`src/rtl/psu_rail_sequencer.sv`:
```
// Power-rail sequencer: ordered ramp-up and reverse ramp-down of N rails,
// with power-good monitoring, ramp timeout and a latched fault.
module psu_rail_sequencer #(
    parameter int N_RAILS    = 4,
    parameter int TIMER_W    = 8,
    parameter int PG_TIMEOUT = 200,
    parameter int SETTLE_CYC = 16
) (
    input  logic               clk,
    input  logic               rst,
    input  logic               start,
    input  logic               stop,
    input  logic               clear_fault,
    input  logic [N_RAILS-1:0] pg_in,
    output logic [N_RAILS-1:0] en_out,
    output logic [2:0]         state_out,
    output logic               fault,
    output logic [2:0]         fault_rail,
    output logic               fault_code
);

    typedef enum logic [2:0] {
        IDLE      = 3'd0,
        RAMP_UP   = 3'd1,
        SETTLE    = 3'd2,
        ON        = 3'd3,
        RAMP_DOWN = 3'd4,
        FAULT     = 3'd5
    } state_t;

    localparam logic [TIMER_W-1:0] TO_LAST = TIMER_W'(PG_TIMEOUT - 1);
    localparam logic [TIMER_W-1:0] ST_LAST = TIMER_W'(SETTLE_CYC - 1);
    localparam logic [TIMER_W-1:0] CNT_MAX = '1;
    localparam logic [2:0]         LAST_RAIL = 3'(N_RAILS - 1);

    state_t             state;
    logic [TIMER_W-1:0] cnt;
    logic [2:0]         idx;

    logic [N_RAILS-1:0] seen;
    logic [N_RAILS-1:0] lost;
    logic [2:0]         lost_idx;
    logic               cur_pg;
    logic [TIMER_W-1:0] cnt_inc;

    // Enable mask covering rails 0..n-1.
    function automatic logic [N_RAILS-1:0] below(input logic [3:0] n);
        logic [N_RAILS-1:0] m;
        for (int j = 0; j < N_RAILS; j++) m[j] = (4'(j) < n);
        return m;
    endfunction

    // Rails whose power-good has already been confirmed must stay good.
    always_comb begin
        seen     = '0;
        cur_pg   = 1'b0;
        lost_idx = '0;
        for (int j = 0; j < N_RAILS; j++) begin
            case (state)
                RAMP_UP: seen[j] = (3'(j) < idx);
                SETTLE:  seen[j] = (3'(j) <= idx);
                ON:      seen[j] = 1'b1;
                default: seen[j] = 1'b0;
            endcase
            if (3'(j) == idx) cur_pg = pg_in[j];
        end
        lost = seen & ~pg_in;
        for (int j = N_RAILS - 1; j >= 0; j--) begin
            if (lost[j]) lost_idx = 3'(j);
        end
        cnt_inc = (cnt == CNT_MAX) ? cnt : cnt + 1'b1;
    end

    always_ff @(posedge clk) begin
        if (rst) begin
            state      <= IDLE;
            en_out     <= '0;
            cnt        <= '0;
            idx        <= '0;
            fault      <= 1'b0;
            fault_rail <= '0;
            fault_code <= 1'b0;
        end else begin
            case (state)
                IDLE: begin
                    if (start) begin
                        state  <= RAMP_UP;
                        idx    <= '0;
                        cnt    <= '0;
                        en_out <= below(4'd1);
                    end
                end
                RAMP_UP, SETTLE, ON: begin
                    if (|lost) begin
                        state      <= FAULT;
                        en_out     <= '0;
                        fault      <= 1'b1;
                        fault_rail <= lost_idx;
                        fault_code <= 1'b1;
                    end else if (state == RAMP_UP && !cur_pg && cnt == TO_LAST) begin
                        state      <= FAULT;
                        en_out     <= '0;
                        fault      <= 1'b1;
                        fault_rail <= idx;
                        fault_code <= 1'b0;
                    end else if (stop) begin
                        state  <= RAMP_DOWN;
                        cnt    <= '0;
                        en_out <= below({1'b0, idx});
                    end else if (state == RAMP_UP) begin
                        if (cur_pg) begin
                            state <= SETTLE;
                            cnt   <= '0;
                        end else begin
                            cnt <= cnt_inc;
                        end
                    end else if (state == SETTLE) begin
                        if (cnt == ST_LAST) begin
                            cnt <= '0;
                            if (idx == LAST_RAIL) begin
                                state <= ON;
                            end else begin
                                state  <= RAMP_UP;
                                idx    <= idx + 3'd1;
                                en_out <= below({1'b0, idx} + 4'd2);
                            end
                        end else begin
                            cnt <= cnt_inc;
                        end
                    end
                end
                RAMP_DOWN: begin
                    if (cnt == ST_LAST) begin
                        cnt <= '0;
                        if (idx == 3'd0) begin
                            state <= IDLE;
                        end else begin
                            idx    <= idx - 3'd1;
                            en_out <= below({1'b0, idx} - 4'd1);
                        end
                    end else begin
                        cnt <= cnt_inc;
                    end
                end
                FAULT: begin
                    if (clear_fault) begin
                        state      <= IDLE;
                        fault      <= 1'b0;
                        fault_rail <= '0;
                        fault_code <= 1'b0;
                    end
                end
                default: begin
                    state      <= FAULT;
                    en_out     <= '0;
                    fault      <= 1'b1;
                    fault_rail <= '0;
                    fault_code <= 1'b1;
                end
            endcase
        end
    end

    assign state_out = 3'(state);

endmodule

```
`config.mk`:
```
export PLATFORM = sky130hd
export DESIGN_NAME = psu_rail_sequencer
export DESIGN_NICKNAME = d
export VERILOG_FILES = /design/src/rtl/psu_rail_sequencer.sv
export SDC_FILE = /design/constraint.sdc
export NUM_CORES = 1
export LEC_CHECK = 0
export CORE_ASPECT_RATIO = 0.8
export CORE_MARGIN = 5
export CORE_UTILIZATION = 61
export DETAILED_ROUTE_END_ITERATION = 12
export GPL_TIMING_DRIVEN = 0
export PLACE_DENSITY = 0.95
export SETUP_SLACK_MARGIN = 0.4
export SLEW_MARGIN = 20
export SYNTH_ARGS = -nofsm -noshare
export SYNTH_HDL_FRONTEND = slang
export SYNTH_SLANG_ARGS = --single-unit
```
`constraint.sdc`:
```
create_clock -name clk -period 7.7 [get_ports clk]
set_input_delay 2.31 -clock clk [delete_from_list [all_inputs] [get_ports clk]]
set_output_delay 2.31 -clock clk [all_outputs]
set_load 0.02 [all_outputs]
```
==> metrics.yaml <==
synth_edf_count: 0
r2r_cells: 10
holdPathStages: 2
dpl.hpwl_um: 4134
syn_inst: 250
die_w_um: 71.79
r2r_start: "idx[1]"
hold_path_end: "en_out[2]"
root_buffer: "clkbuf_8"
ir_drop_mv: 0.1712
layout-drive-gt1-share_pct: 7.692
start_kind: "input port"
grt_max_degree: 13
total_power_mw: 0.7188
hold_viol_final: 0
gp_congestion: 0.9954
overflow: 0
min_from: "en_out[2]"
clk_latency_ns: 0.27
vias: 2158
fin_setup_tns_ns: 0
finalMaxSlewViolations: 0
viasPerCell: 6.895
ctsResizeCount: 0
numPortBuffers: 19
worst_slack_ns: 3.295
synth_area_leaders: "dfxtp_1 25%, a21oi_1 5.6%, nand2_1 5.2%, o21ai_0 4.6%, nor2_1 4.2%"
grt_use_total_pct: 26.87
yosys.cell_types.count: 62
yosys.area.top_type: "dfxtp_1"
wirelength_um: 5670
crit_required_ns: 7.89
syn_area_um2: 1863
cp_top_family: "compound AO/OA/AOI/OAI gates"
nNetsFinal: 290
grt_pass1_vias: 1887
die_h_um: 59.43
grt_first_pass_wirelength_um: 9045
cts.sinks: 23
cts_setup_buffers: 0
status: "finished, final reports clean"
slowest_delay_ns: 0.58
wire_per_inst_um: 18.12
synth_common_cells: "26 x nand2_1, 23 x dfxtp_1, 21 x a21oi_1, 21 x nor2_1, 17 x o21ai_0"
clock_path_buffers: 2
synth_async_sr_flop_share_pct: 0
path_class: "input port to flip-flop"
reg2reg_slack_ns: 4.60
reg2reg_to: "cnt[4]"
htreeDepth: 1
initial_core_util_pct: 61.73
cts_tree: "built"
syn_to_final_growth_pct: 15.31
drtPass1Iterations: 5
worst-path-max-fanout: 10
fmax_ghz: 0.2270
fin_crit_ns: 4.405
hold_class: "flip-flop to flip-flop"
ios: 21
synth_most_common_cell: "nand2_1"
rsz0062_at_grt: "false"
ctsHoldBuffers: 0
slew_headroom_pct: 53.73
finalCritPeriodShare_pct: 57.20
clk_pin_slew_worst_paths_ns: 0.08
antenna_found_initial: 0
drv_cap: 0
fp-row-count: 18
coreArea_um2: 3018
yosysTopAreaCellShare_pct: 24.71
endpoint_kind: "flip-flop"
drc_errors: 0
dieArea_um2: 4266
synth_top_flop_cell: "dfxtp_1"
n_antenna_cell: 0
ys_seq_area_share_pct: 24.71
first_iter_violations: 393
final_antenna_net_count: 0
crit_buf_inv: 3
syn_area_per_cell_um2: 7.452
tightest_slew_ns: 0.6914
fin_skew_ns: 0.002608
ys_seq_elements: 23
cp_slowest_cell: "a221oi_1"
p_per_area_nw_per_um2: 334.6
synth_fp_nets: 266
crit_chain: "clkdlybuf4s50_1, inv_1, a221oi_1, or3_4, and4_2, buf_2, a21oi_1, a211oi_1"
cts_buffers: 3
finalSetupViolations: 0
dp_slack_ns: 3.028
leakagePower_nw: 0.7385
cp.arrival_ns: 4.59
synth_warnings: 0
worst max path at each step:
stage / startpoint / end / slack, ns / depth (start not counted)
6_report: pg_in[2] / cnt[4] / 3.30 / 8
5_1_grt: pg_in[2] / cnt[4] / 3.14 / 8
4_1_cts: pg_in[2] / cnt[4] / 3.30 / 8
3_5_place_dp: pg_in[2] / cnt[4] / 3.03 / 8
3_3_place_gp: pg_in[2] / cnt[4] / 3.05 / 8
2_1_floorplan: stop / cnt[5] / 3.95 / 7
layer usage:
layer	track usage (%)	share of wire, %
met5	0	0
met4	10.19	2.4
met3	5.932	12
met2	39.01	43
met1	38.68	43
report_power, final:
part / switching (mW) / internal [mW] / leakage [nW]
combinational: 0.296 / 0.182 / 0.529
sequential: 0.0206 / 0.142 / 0.187
clock: 0.0404 / 0.0370 / 0.0228
total: 0.357 / 0.361 / 0.738
cell type report:
| type | count | area, um^2 |
|---|---|---|
| fill | 254 | 869.6 |
| timing repair buffer | 19 | 190.2 |
| buffer | 17 | 77.57 |
| clock buffer | 4 | 45.04 |
| inverter | 13 | 48.80 |
| sequential | 23 | 460.4 |
| tap | 40 | 50.05 |
| multi-input combinational | 197 | 1276 |
through the flow:
stage,area [um^2],util [%],cells,hold slack [ns]
after global placement,2103,69.69,309,0.4470
after global routing,2148,71.19,313,0.5033
after floorplan,1863,-,250,0.4654
final,2148,71.19,313,0.4812
after detailed placement,2103,69.69,309,0.4664
after CTS,2148,71.19,313,0.4846
cells in the final DEF, fill, tap and decap left out, types with 4 or more instances in the layout:
cell,synthesis,routed
o21ai_0,17,17
nand4_1,6,6
clkdlybuf4s50_1,0,19
buf_2,5,5
nor2_1,21,21
nor3_1,5,5
a31oi_1,4,4
inv_1,12,12
mux2i_1,5,5
nor2b_1,4,4
o31ai_1,4,4
clkbuf_1,10,11
o32ai_1,4,4
ha_1,6,6
a211oi_1,10,10
or3_1,4,4
a21oi_1,21,21
nand2_1,26,26
dfxtp_1,23,23
registers in the layout (all words and copies together) (netlist names):
| register | count |
|---|---|
| fault | 1 |
| idx | 3 |
| en_out | 4 |
| fault_code | 1 |
| state_out | 3 |
| cnt | 8 |
| fault_rail | 3 |
cell families after synthesis:
| kind of cell | share of synthesized area [%] |
|---|---|
| buffers and inverters | 6.782 |
| XOR/XNOR | 0.4702 |
| adder cells (fa/ha/maj) | 5.104 |
| flip-flops | 24.71 |
| AO/OA/AOI/OAI | 32.84 |
| AND/OR/NAND/NOR | 27.40 |
| multiplexers | 2.686 |
tightest hold or removal path: stages, from the launching register on:
cell and delay (ns):
dfxtp_1 0.32, inv_1 0.04, o32ai_1 0.07
(Power assumes the default switching activity.)
